## config.mk

```make
export PLATFORM = sky130hd
export DESIGN_NAME = shift_add_mult_ctrl
export DESIGN_NICKNAME = d
export VERILOG_FILES = /design/src/rtl/shift_add_mult_ctrl.sv
export SDC_FILE = /design/constraint.sdc
export NUM_CORES = 1
export LEC_CHECK = 0
export ABC_CLOCK_PERIOD_IN_PS = 6150
export BUFFER_PORTS_ARGS = -buffer_cell sky130_fd_sc_hd__buf_4
export CAP_MARGIN = 5
export CORE_MARGIN = 3
export CORE_UTILIZATION = 40
export DETAILED_ROUTE_END_ITERATION = 6
export PLACE_DENSITY_LB_ADDON = 0.25
export REMOVE_ABC_BUFFERS = 1
export SLEW_MARGIN = 25
export SYNTH_ARGS = -nofsm -noshare
export SYNTH_HDL_FRONTEND = slang
export SYNTH_SLANG_ARGS = --single-unit
```

## constraint.sdc

```tcl
create_clock -name Clock -period 6.15 [get_ports Clock]
set_input_delay 0.9225 -clock Clock [delete_from_list [all_inputs] [get_ports Clock]]
set_output_delay 0.9225 -clock Clock [all_outputs]
set_load 0.03 [all_outputs]
```

## src/rtl/shift_add_mult_ctrl.sv

```systemverilog
// shift_add_mult_ctrl: sequential unsigned shift-and-add multiplier controller.
// A start/done handshake wraps a left-shifting multiplicand, a right-shifting
// multiplier, an iteration counter and an enable-gated accumulator.
// Optional build macro: MULT_EARLY_TERM_EN stops iterating as soon as no set
// multiplier bits remain, shortening latency without changing the product.
//
// state  | meaning
// S_IDLE | waiting for Start; operands are captured on the accepting edge
// S_CALC | one shift/add iteration per cycle
// S_DONE | product registered; Done pulses for this single cycle
module shift_add_mult_ctrl #(
  parameter int SIZE = 8
) (
  input  logic              Clock,
  input  logic              Reset,
  input  logic              Start,
  input  logic [SIZE-1:0]   A,
  input  logic [SIZE-1:0]   B,
  output logic              Busy,
  output logic              Done,
  output logic [2*SIZE-1:0] Result
);

  localparam int CW = $clog2(SIZE + 1);

  typedef enum logic [1:0] {
    S_IDLE = 2'd0,
    S_CALC = 2'd1,
    S_DONE = 2'd2
  } state_t;

  state_t            state;
  state_t            state_next;
  logic [2*SIZE-1:0] mcand;
  logic [2*SIZE-1:0] acc;
  logic [2*SIZE-1:0] addend;
  logic [2*SIZE-1:0] acc_sum;
  logic [SIZE-1:0]   mplier;
  logic [CW-1:0]     count;
  logic              last_iter;
  logic              load;
  logic              step;

  // Partial-product selection and the accumulator sum (carry-out cannot occur).
  always_comb begin
    addend  = mplier[0] ? mcand : '0;
    acc_sum = acc + addend;
  end

  // Last iteration: full width reached, or optionally no multiplier bits left.
  always_comb begin
`ifdef MULT_EARLY_TERM_EN
    last_iter = (count == CW'(SIZE - 1)) || ((mplier >> 1) == '0);
`else
    last_iter = (count == CW'(SIZE - 1));
`endif
  end

  // State register.
  always_ff @(posedge Clock) begin
    if (Reset) state <= S_IDLE;
    else       state <= state_next;
  end

  // Next-state decode plus datapath enables and handshake outputs.
  always_comb begin
    state_next = state;
    load       = 1'b0;
    step       = 1'b0;
    Busy       = 1'b0;
    Done       = 1'b0;
    case (state)
      S_IDLE: begin
        if (Start) begin
          load       = 1'b1;
          state_next = S_CALC;
        end
      end
      S_CALC: begin
        Busy = 1'b1;
        step = 1'b1;
        if (last_iter) state_next = S_DONE;
      end
      S_DONE: begin
        Busy       = 1'b1;
        Done       = 1'b1;
        state_next = S_IDLE;
      end
      default: state_next = S_IDLE;
    endcase
  end

  // Datapath registers: operand capture, iteration, and result latch on exit.
  always_ff @(posedge Clock) begin
    if (Reset) begin
      mcand  <= '0;
      mplier <= '0;
      acc    <= '0;
      count  <= '0;
      Result <= '0;
    end else if (load) begin
      mcand  <= {{SIZE{1'b0}}, A};
      mplier <= B;
      acc    <= '0;
      count  <= '0;
    end else if (step) begin
      acc    <= acc_sum;
      mcand  <= mcand << 1;
      mplier <= mplier >> 1;
      count  <= count + CW'(1);
      if (last_iter) Result <= acc_sum;
    end
  end

endmodule

```

==> qor.yml, run 1 <==
status:
  status: "finished clean"
critical_path:
  critPathArrivalTime_ns: 3.32
  cp_cell_sequence: "buf_4 > nand2_1 > nand2b_1 > or4b_1 > nand3_1"
  cp-startpoint: "Start"
  crit_slowest_cell: "nand2b_1"
  startpoint_type: "primary input"
  setup.worst_path.end_class: "flop"
  r2r-start: "state[0]"
  critical_path.top_delay_family: "simple AND/OR/NAND/NOR gates"
  worstPathMaxFanout: 33
  cp.required_ns: 6.43
  slowest_delay_ns: 0.77
  critPathKind: "primary input to flop"
  critPathBufInv: 1
logic_synthesis:
  synth_seq_cells: 62
  synth_flop_cell: "dfxtp_1"
  yosysUniqueCellTypes: 44
  yosysTopAreaCell: "dfxtp_1"
  synth_most_common_cell: "dfxtp_1"
  synth-edff-count: 0
  synth.top_cell.area_share_pct: 38.1
  async_flop_share_pct: 0
  syn_area_sq_um: 3260
  synth.area.top_cells: "dfxtp_1 38%, mux2i_1 9.8%, ha_1 7.7%"
  synth_common_cells: "62 x dfxtp_1, 46 x nor2_1, 32 x mux2i_1, 31 x nand2_1, 30 x a21oi_1"
  synthCells: 370
  yosysWarningCount: 0
  ys_seq_area_share_pct: 38.1
  avgSynthCellArea_sq_um: 8.80
sta:
  min_period_over_period_pct: 49.5
  layout_min_cycle_time_ns: 3.04
  timing.hold.ws_ns: 0.455
  drv_slew: 0
  fin_ws_ns: 3.11
  finalSetupViolCount: 0
  fin_tns_setup_ns: 0
  skew_ns: 0.00968
  rsz0062_at_grt: "false"
  max_freq_ghz: 0.329
  slew_headroom_pct: 29.4
  worst_slew_pin_slew_ns: 1.06
  hold_viol_final: 0
clock_tree:
  cts-root-buf: "clkbuf_8"
  cts_tree: "done"
  post_cts_resized: 0
  cts_setup_buffers: 0
  cts.path.max_buffers: 2
  cts_buffers: 9
  postCtsHoldBufs: 0
  clk_latency_ns: 0.35
  clkTransAtPathRegs_ns: 0.07
  ctsHtreeMaxLevel: 3
  cts_sinks: 62
min_path:
  holdCritStartpoint: "Result[10]"
  hp-class: "flop to flop"
routing:
  drtIter0Drc: 91
  routed_wl_microns: 6830
  dr.pass1.iters: 4
  wl_per_cell_microns: 13.7
  drcViolationCount: 0
  viasPerCell: 5.27
  ant_nets: 0
  vias: 2635
job:
  max_cap_violations: 0
placement:
  dp.cells: 485
  port_buffers: 36
  pre_cts_slack_ns: 2.74
  place_congestion: 0.784
  hpwl_microns: 4540
layout:
  layout.cells.non_filler: 500
  drive_gt1_share_pct: 14.3
  area_delta_synth_final_pct: 14.7
  diodes: 0
  layout.nets: 434
floorplanning:
  fp.dieW_microns: 96.2
  num_io_pins: 37
  die_area_sq_um: 9260
  die-height_microns: 96.2
  coreArea_sq_um: 7810
  start_util_pct: 41.7
  num_rows: 32
global_routing:
  overflow: 0
  grt_max_degree: 60
  grt_pass1_vias: 2420
  antenna_found_initial: 0
  track_usage_pct: 15.9
  grt_pass1_wl_microns: 11400
pwr:
  power_density_nw_per_um2: 239
  power_w: 0.000894
  power.leakage_nw: 1.47
  peakVddDrop_v: 0.000181
tightest hold or removal path, cell delays in order, from the launching register on:
cell     delay (ns)
dfxtp_1        0.31
nand2_1        0.05
a21oi_1        0.05
metal layers:
metal | up-vias | track usage, % | routed length [microns]
met5 | - | 0 | 0
met4 | 0 | 6.75 | 146
met3 | 14 | 3.44 | 334
met2 | 62 | 25.0 | 2980
met1 | 1198 | 20.9 | 3360
li1 | 1361 | - | -
final timing paths:
path                                   end  slack (ns)  cells past startpoint
worst max-delay path               acc[11]        3.11                      5
worst min-delay path            Result[10]        0.46                      2
worst max register to register     acc[11]        3.11                      6
worst min register to register  Result[10]        0.46                      2
kinds of logic (layout without fill, tap and decap cells):
family                     after synthesis  after routing  synth area share [%]
AOI/OAI and AO/OA                       79             79                  15.9
xor gates and xnor gates                14             14                  3.77
buffers and inverters                   28             56                  3.65
and+or+nand+nor                        134            134                  20.4
muxes                                   32             32                  9.84
adders and majority gates               21             21                  8.30
DFF                                     62             62                  38.1
metrics by stage:
| stage | cell area, sq um | util, % |
|---|---|---|
| 4_1_cts | 3730 | 47.8 |
| 6_report | 3730 | 47.8 |
| 2_1_floorplan | 3150 | - |
| 3_5_place_dp | 3560 | 45.6 |
| 5_1_grt | 3730 | 47.8 |
| 3_3_place_gp | 3560 | 45.6 |
placed cells by master (no fill, tap or decap), types with 9 or more instances in the layout:
cell type | synthesis | routed
clkbuf_8 | 0 | 11
nand3_1 | 10 | 10
nand3b_1 | 9 | 9
ha_1 | 20 | 19
a21oi_1 | 30 | 30
nand2_1 | 31 | 31
dfxtp_1 | 62 | 62
mux2i_1 | 32 | 32
buf_4 | 0 | 37
nor2_1 | 46 | 46
a211oi_1 | 22 | 22
and2_1 | 15 | 15
xnor2_1 | 11 | 11
state kept, by name, indices dropped and copies added, names as in the netlist:
register / cells
state: 2
acc: 16
mcand: 16
Result: 16
count: 4
mplier: 8
final cells by class:
cell class / instances / area (sq um)
clock inverters: 3 / 20.0
well taps: 102 / 128
inverters: 4 / 15.0
repair buffers: 37 / 278
fillers: 792 / 4070
clock buffers: 12 / 155
multi-input cells: 280 / 1900
flip-flops and latches: 62 / 1240
power breakdown:
group	switching, W	internal, W	leakage (nW)	total [W]
Clock	0.000156	0.000165	0.0845	0.000322
Combinational	0.0000783	0.0000590	0.886	0.000137
Sequential	0.0000147	0.000420	0.504	0.000435
Total	0.000250	0.000645	1.47	0.000894
(Power assumes the default switching activity.)
==> run 2, diff against run 1 <==
ABC_AREA = 1   (was default)
ABC_CLOCK_PERIOD_IN_PS = 2950   (was 6150)
clock period = 2.95 ns   (was 6.15 ns; I/O delays follow)
==> qor.yml, run 2 <==
routing:
  viasPerCell: 4.73  # was 5.27
  routed_wl_microns: 8140  # was 6830 microns
  ant_nets: 0  # unchanged
  wl_per_cell_microns: 11.4  # was 13.7 microns
  vias: 3388  # was 2,635
  dr.pass1.iters: 5  # was 4
  drtIter0Drc: 163  # was 91
  drcViolationCount: 0  # unchanged
critical_path:
  reg2reg_depth: 14  # was 6
  cp.required_ns: 3.19  # was 6.43 ns
  critPathArrivalTime_ns: 2.43  # was 3.32 ns
  setup.worst_path.end_class: "flop"  # unchanged
  cp-startpoint: "mplier[0]"  # was Start
  r2r-start: "mplier[0]"  # was state[0]
  rr_endpoint: "acc[14]"  # was acc[11]
  reg2reg_slack_ns: 0.76  # was 3.11 ns
  worstPathMaxFanout: 17  # was 33
  endpoint: "acc[14]"  # was acc[11]
  critPathKind: "flop to flop"  # was primary input to flop
  startpoint_type: "flop"  # was primary input
global_routing:
  track_usage_pct: 16.7  # was 15.9%
  grt_pass1_vias: 3097  # was 2,420
  grt_max_degree: 45  # was 60
  grt_pass1_wl_microns: 13900  # was 11,400 microns
  antenna_found_initial: 0  # unchanged
  overflow: 0  # unchanged
logic_synthesis:
  ys_seq_area_share_pct: 33.7  # was 38.1%
  synth-edff-count: 0  # unchanged
  async_flop_share_pct: 0  # unchanged
  synth_flop_cell: "dfxtp_1"  # unchanged
  synth_most_common_cell: "nand2_1"  # was dfxtp_1
  yosysTopAreaCell: "dfxtp_1"  # unchanged
  synth.top_cell.area_share_pct: 33.7  # was 38.1%
  synthCells: 572  # was 370
  synth.area.top_cells: "dfxtp_1 34%, nand2_1 16%, inv_1 12%"  # was dfxtp_1 38%, mux2i_1 9.8%, ha_1 7.7%
  synth_seq_cells: 62  # unchanged
  syn_area_sq_um: 3680  # was 3260 sq um
  yosysWarningCount: 0  # unchanged
  yosysUniqueCellTypes: 35  # was 44
  synth_common_cells: "158 x nand2_1, 113 x inv_1, 67 x nor2_1, 62 x dfxtp_1, 38 x nand3_1"  # was 62 x dfxtp_1, 46 x nor2_1, 32 x mux2i_1, 31 x nand2_1, 30 x a21oi_1
  avgSynthCellArea_sq_um: 6.43  # was 8.80 sq um
floorplanning:
  num_rows: 34  # was 32
  die_area_sq_um: 10400  # was 9260 sq um
  num_io_pins: 37  # unchanged
  coreArea_sq_um: 8850  # was 7810 sq um
  die-height_microns: 102  # was 96.2 microns
  start_util_pct: 41.6  # was 41.7%
  fp.dieW_microns: 102  # was 96.2 microns
placement:
  hpwl_microns: 5960  # was 4540 microns
  dpl_cell_area_sq_um: 4010  # was 3560 sq um
  place_congestion: 0.865  # was 0.784
  dp.cells: 700  # was 485
  port_buffers: 36  # unchanged
min_path:
  hp-class: "primary input to flop"  # was flop to flop
sta:
  max_freq_ghz: 0.456
  hold_viol_final: 0  # unchanged
  fin_tns_setup_ns: 0  # unchanged
  worst_slew_pin_slew_ns: 0.634  # was 1.06 ns
  min_period_over_period_pct: 74.3
  layout_min_cycle_time_ns: 2.19
  skew_ns: 0.00973  # was 0.00968 ns
  finalSetupViolCount: 0  # unchanged
  slew_headroom_pct: 57.7  # was 29.4%
  drv_slew: 0  # unchanged
  rsz0062_at_grt: "false"  # unchanged
pwr:
  peakVddDrop_v: 0.000333  # was 0.000181 V
  power.leakage_nw: 2.37  # was 1.47 nW
  power_density_nw_per_um2: 688  # was 239 nW/um^2
clock_tree:
  ctsHtreeMaxLevel: 3  # unchanged
  cts_buffers: 9  # unchanged
  cts.path.max_buffers: 2  # unchanged
  cts-root-buf: "clkbuf_8"  # unchanged
  cts_sinks: 62  # unchanged
  clk_latency_ns: 0.35  # about the same
  clkTransAtPathRegs_ns: 0.07  # about the same
  cts_setup_buffers: 0  # unchanged
  post_cts_resized: 0  # unchanged
  postCtsHoldBufs: 0  # unchanged
  cts_tree: "done"  # unchanged
job:
  max_cap_violations: 0  # unchanged
layout:
  drive_gt1_share_pct: 12.7  # was 14.3%
  diodes: 0  # unchanged
  final_common_cell: "nand2_1"  # was dfxtp_1
  layout_common_cells: "158 x nand2_1, 113 x inv_1, 67 x nor2_1"  # was 62 x dfxtp_1, 46 x nor2_1, 37 x buf_4
  stdcell_area_sq_um: 4250  # was 3730 sq um
  layout.nets: 643  # was 434
  top_regs: "Result: 16 flops, acc: 16 flops, mcand: 16 flops"  # unchanged
  layout.cells.non_filler: 716  # was 500
  area_delta_synth_final_pct: 15.6  # was 14.7%
status:
  status: "finished clean"  # unchanged
run 2: how the worst min path moves through the flow:
stage / from / endpoint / depth (start not counted)
floorplan: mcand[15] / mcand[15] / 2
global placement: mcand[15] / mcand[15] / 2
detailed placement: acc[0] / acc[0] / 2
CTS: B[7] / mplier[7] / 3
global route: B[7] / mplier[7] / 3
finish: B[7] / mplier[7] / 3
run 2: kinds of logic after synthesis:
logic type	after synthesis	synth area share [%]
AO/OA/AOI/OAI	62	9.49
adder cells (fa/ha/maj)	21	7.34
buffers and inverters	137	14.7
XOR/XNOR	5	1.39
AND/OR/NAND/NOR	285	33.3
flip-flops	62	33.7
run 2: layout make-up:
type | count | area (sq um)
Clock buffer | 11 | 141
Clock inverter | 5 | 106
Fill cell | 908 | 4600
Inverter | 119 | 447
Multi-Input combinational cell | 373 | 1900
Sequential cell | 62 | 1240
Tap cell | 108 | 135
Timing Repair Buffer | 38 | 285
run 2: critical path, cell delays in order, from the launching register on:
cell and delay, ns:
dfxtp_1 0.49, nand2_1 0.14, inv_1 0.05, ha_1 0.19
fa_1 0.40, nand2_1 0.10, nand2_1 0.08, nand3b_1 0.10
nand2_1 0.10, nand2_1 0.09, nand2_1 0.06, nand2_1 0.08
nand3_1 0.07, nand2_1 0.09, inv_1 0.04
run 2: layer usage:
layer	up-vias	track usage [%]	routed length, microns
met4	0	6.36	112
met5	-	0	0
li1	1799	-	-
met1	1527	21.8	4020
met2	52	27.2	3730
met3	10	3.41	276
run 2: through the flow:
stage | total power (W) | setup WS, ns | utilization (%) | hold WS, ns
final | 0.00293 | 0.759 | 48.1 | 0.353
after floorplan | 0.00176 | 0.470 | - | 0.441
after global placement | 0.00199 | 0.844 | 45.3 | 0.460
after detailed placement | 0.00202 | 0.791 | 45.3 | 0.463
after CTS | 0.00296 | 0.768 | 48.1 | 0.335
after global routing | 0.00313 | 0.525 | 48.1 | 0.355
run 2: where the power goes:
| part | switching [W] | internal [W] |
|---|---|---|
| clock | 0.000343 | 0.000586 |
| combinational | 0.000625 | 0.000320 |
| sequential | 0.0000854 | 0.000966 |
| total | 0.00105 | 0.00187 |
==> run 3, diff against run 2 <==
ABC_CLOCK_PERIOD_IN_PS = 1800   (was 2950)
clock period = 1.8 ns   (was 2.95 ns; I/O delays follow)
==> qor.yml, run 3 (same netlist as run 2, synthesis figures left out) <==
layout:
  area_delta_synth_final_pct: 32.4  # was 15.6%
  regArea_sq_um: 1240  # about the same
  layout_common_cells: "118 x nand2_1, 104 x inv_1, 67 x buf_4"  # was 158 x nand2_1, 113 x inv_1, 67 x nor2_1
  top_regs: "Result: 16 flops, acc: 16 flops, mcand: 16 flops"  # unchanged
  num-fill-cells: 839  # was 908
  diodes: 0  # unchanged
  stdcell_area_sq_um: 4870  # was 4250 sq um
  layout.cells.non_filler: 750  # was 716
  drive_gt1_share_pct: 29.9  # was 12.7%
  layout.nets: 677  # was 643
  multi_input_area_sq_um: 2260  # was 1900 sq um
  final_common_cell: "nand2_1"  # unchanged
clock_tree:
  clkTransAtPathRegs_ns: 0.06  # was 0.07 ns
  cts_buffers: 9  # unchanged
  ctsHtreeMaxLevel: 3  # unchanged
  cts.path.max_buffers: 2  # unchanged
  clk_latency_ns: 0.35  # about the same
  cts_tree: "done"  # unchanged
  postCtsHoldBufs: 0  # unchanged
  cts_sinks: 62  # unchanged
  cts-root-buf: "clkbuf_8"  # unchanged
global_routing:
  grt_max_degree: 43  # was 45
  grt_pass1_vias: 3383  # was 3,097
  grt_pass1_wl_microns: 14500  # was 13,900 microns
  overflow: 0  # unchanged
  antenna_found_initial: 0  # unchanged
  track_usage_pct: 17.6  # was 16.7%
placement:
  dp.cells: 728  # was 700
  dpl_cell_area_sq_um: 4270  # was 4010 sq um
  port_buffers: 36  # unchanged
  hpwl_microns: 6410  # was 5960 microns
  place_congestion: 0.895  # was 0.865
routing:
  drcViolationCount: 0  # unchanged
  vias: 3593  # was 3,388
  dr.pass1.iters: 4  # was 5
  wl_per_cell_microns: 12.1  # was 11.4 microns
  routed_wl_microns: 9040  # was 8140 microns
  drtIter0Drc: 112  # was 163
  ant_nets: 0  # unchanged
  viasPerCell: 4.79  # was 4.73
critical_path:
  cp_cell_sequence: "nand2_2 > inv_2 > ha_4 > fa_2 > nand2_2 > nand2_2 > nand3b_1 > nand2_2 > nand2_2 > nand2_2 > nand2_2 > nand3_2 > nand2_1 > inv_1"  # was nand2_1 > inv_1 > ha_1 > fa_1 > nand2_1 > nand2_1 > nand3b_1 > nand2_1 > nand2_1 > nand2_1 > nand2_1 > nand3_1 > nand2_1 > inv_1
  r2r-start: "mplier[0]"  # unchanged
  critical_path.top_delay_family: "simple AND/OR/NAND/NOR gates"  # unchanged
  critPathBufInv: 2  # unchanged
  crit_slowest_cell: "dfxtp_4"  # was dfxtp_1
  cp.required_ns: 2.05  # was 3.19 ns
  setup.worst_path.end_class: "flop"  # unchanged
  critPathKind: "flop to flop"  # unchanged
  reg2reg_slack_ns: -0.09  # was 0.76 ns
  worstPathMaxFanout: 4  # was 17
  rr_endpoint: "Result[10]"  # was acc[14]
  critPathArrivalTime_ns: 2.13  # was 2.43 ns
  reg2reg_depth: 14  # unchanged
  startpoint_type: "flop"  # unchanged
  worst-path-stages: 14  # unchanged
  slowest_delay_ns: 0.36  # was 0.49 ns
  crit_top_cell: "nand2_2"  # was nand2_1
pwr:
  combPwrFrac_pct: 41.2  # was 32.3%
  pwr-share-clk_pct: 23.3  # was 31.8%
  power_switching_w: 0.00187  # was 0.00105 W
  p_sw_share_pct: 37.8  # was 36.0%
  power.leakage_nw: 2.54  # was 2.37 nW
  p_seq_share_pct: 35.5  # was 35.9%
  peakVddDrop_v: 0.000617  # was 0.000333 V
  power_density_nw_per_um2: 1010  # was 688 nW/um^2
  p_int_w: 0.00307  # was 0.00187 W
  power_w: 0.00494  # was 0.00293 W
min_path:
  hold-path-endpoint: "mcand[0]"  # was mplier[7]
  hold_depth: 3  # unchanged
  holdCritStartpoint: "A[0]"  # was B[7]
  hp-class: "primary input to flop"  # unchanged
sta:
  fin_ws_ns: -0.0861  # was 0.759 ns
  slew_headroom_pct: 77.2  # was 57.7%
  rsz0062_at_grt: "true"  # was false
  hold_viol_final: 0  # unchanged
  fin_tns_setup_ns: -0.175  # was 0 ns
  min_period_over_period_pct: 105  # was 74.3%
  worst_slew_pin_slew_ns: 0.342  # was 0.634 ns
  max_freq_ghz: 0.530  # was 0.456 GHz
  finalSetupViolCount: 4  # was 0
  layout_min_cycle_time_ns: 1.89  # was 2.19 ns
  drv_slew: 0  # unchanged
  skew_ns: 0.00908  # was 0.00973 ns
floorplanning:
  die_area_sq_um: 10400  # unchanged
  num_rows: 34  # unchanged
  start_util_pct: 41.6  # unchanged
  die-height_microns: 102  # unchanged
  fp.dieW_microns: 102  # unchanged
  num_io_pins: 37  # unchanged
  coreArea_sq_um: 8850  # unchanged
status:
  status: "finished with violations"  # was finished clean
  violations: "setup timing"
job:
  max_cap_violations: 0  # unchanged
[run 3: cell count changes in the layout (fill, tap and decap cells not counted), moves of 4 or more]
cell | before | now
nand3_1 | 38 | 28
buf_12 | 0 | 4
buf_4 | 38 | 67
inv_2 | 6 | 15
ha_1 | 20 | 5
inv_1 | 113 | 104
nand3_2 | 2 | 12
nand2_2 | 4 | 42
ha_4 | 0 | 14
nand2_1 | 158 | 118
[run 3: timing repair]
item	in CTS	in global routing
setup buffers	1	5
endpoints found under the setup margin	22	26
resized for setup	16	75
pin swaps	2	23
[run 3: how the worst max path moves through the flow]
| stage | startpoint | to | slack (ns) |
|---|---|---|---|
| 2_1_floorplan | state[1] | mcand[6] | -0.68 |
| 3_3_place_gp | mplier[0] | Result[10] | -0.17 |
| 3_5_place_dp | mplier[0] | Result[10] | -0.21 |
| 4_1_cts | mplier[0] | Result[10] | -0.05 |
| 5_1_grt | mplier[0] | acc[10] | -0.15 |
| 6_report | mplier[0] | Result[10] | -0.09 |
[run 3: worst min-delay path, stage by stage]
cell     delay [ns]
buf_4          0.10
nand2_1        0.06
a21oi_1        0.05
[run 3: metal layers]
layer | track usage, % | routed length [microns] | up-vias | part of all wire, %
met1 | 20.9 | 4070 | 1643 | 45
met3 | 4.37 | 313 | 14 | 3.5
met5 | 0 | 0 | - | 0
li1 | - | - | 1866 | -
met2 | 31.2 | 4490 | 70 | 50
met4 | 5.65 | 164 | 0 | 1.8
[run 3: stage by stage]
step	worst slack, ns	hold WS, ns	util, %
after global routing	-0.154	0.188	55.0
after global placement	-0.168	0.455	48.2
after detailed placement	-0.208	0.457	48.2
after CTS	-0.0548	0.177	51.7
after floorplan	-0.680	0.339	-
final	-0.0861	0.193	55.0
[run 3: power by group through the flow]
stage | logic (W) | registers, W | clock network (W)
CTS | 0.00187 | 0.00173 | 0.00119
floorplan | 0.00117 | 0.00171 | 0
detailed placement | 0.00181 | 0.00173 | 0
finish | 0.00203 | 0.00176 | 0.00115
global route | 0.00226 | 0.00178 | 0.00125
global placement | 0.00177 | 0.00173 | 0
[run 3: cell type report]
type,instances,share of cell area [%]
multi-input combinational,373,46.4
tap,108,2.77
clock inverter,3,0.360
inverter,119,9.17
sequential,62,25.6
timing repair buffer,72,12.3
clock buffer,13,3.47
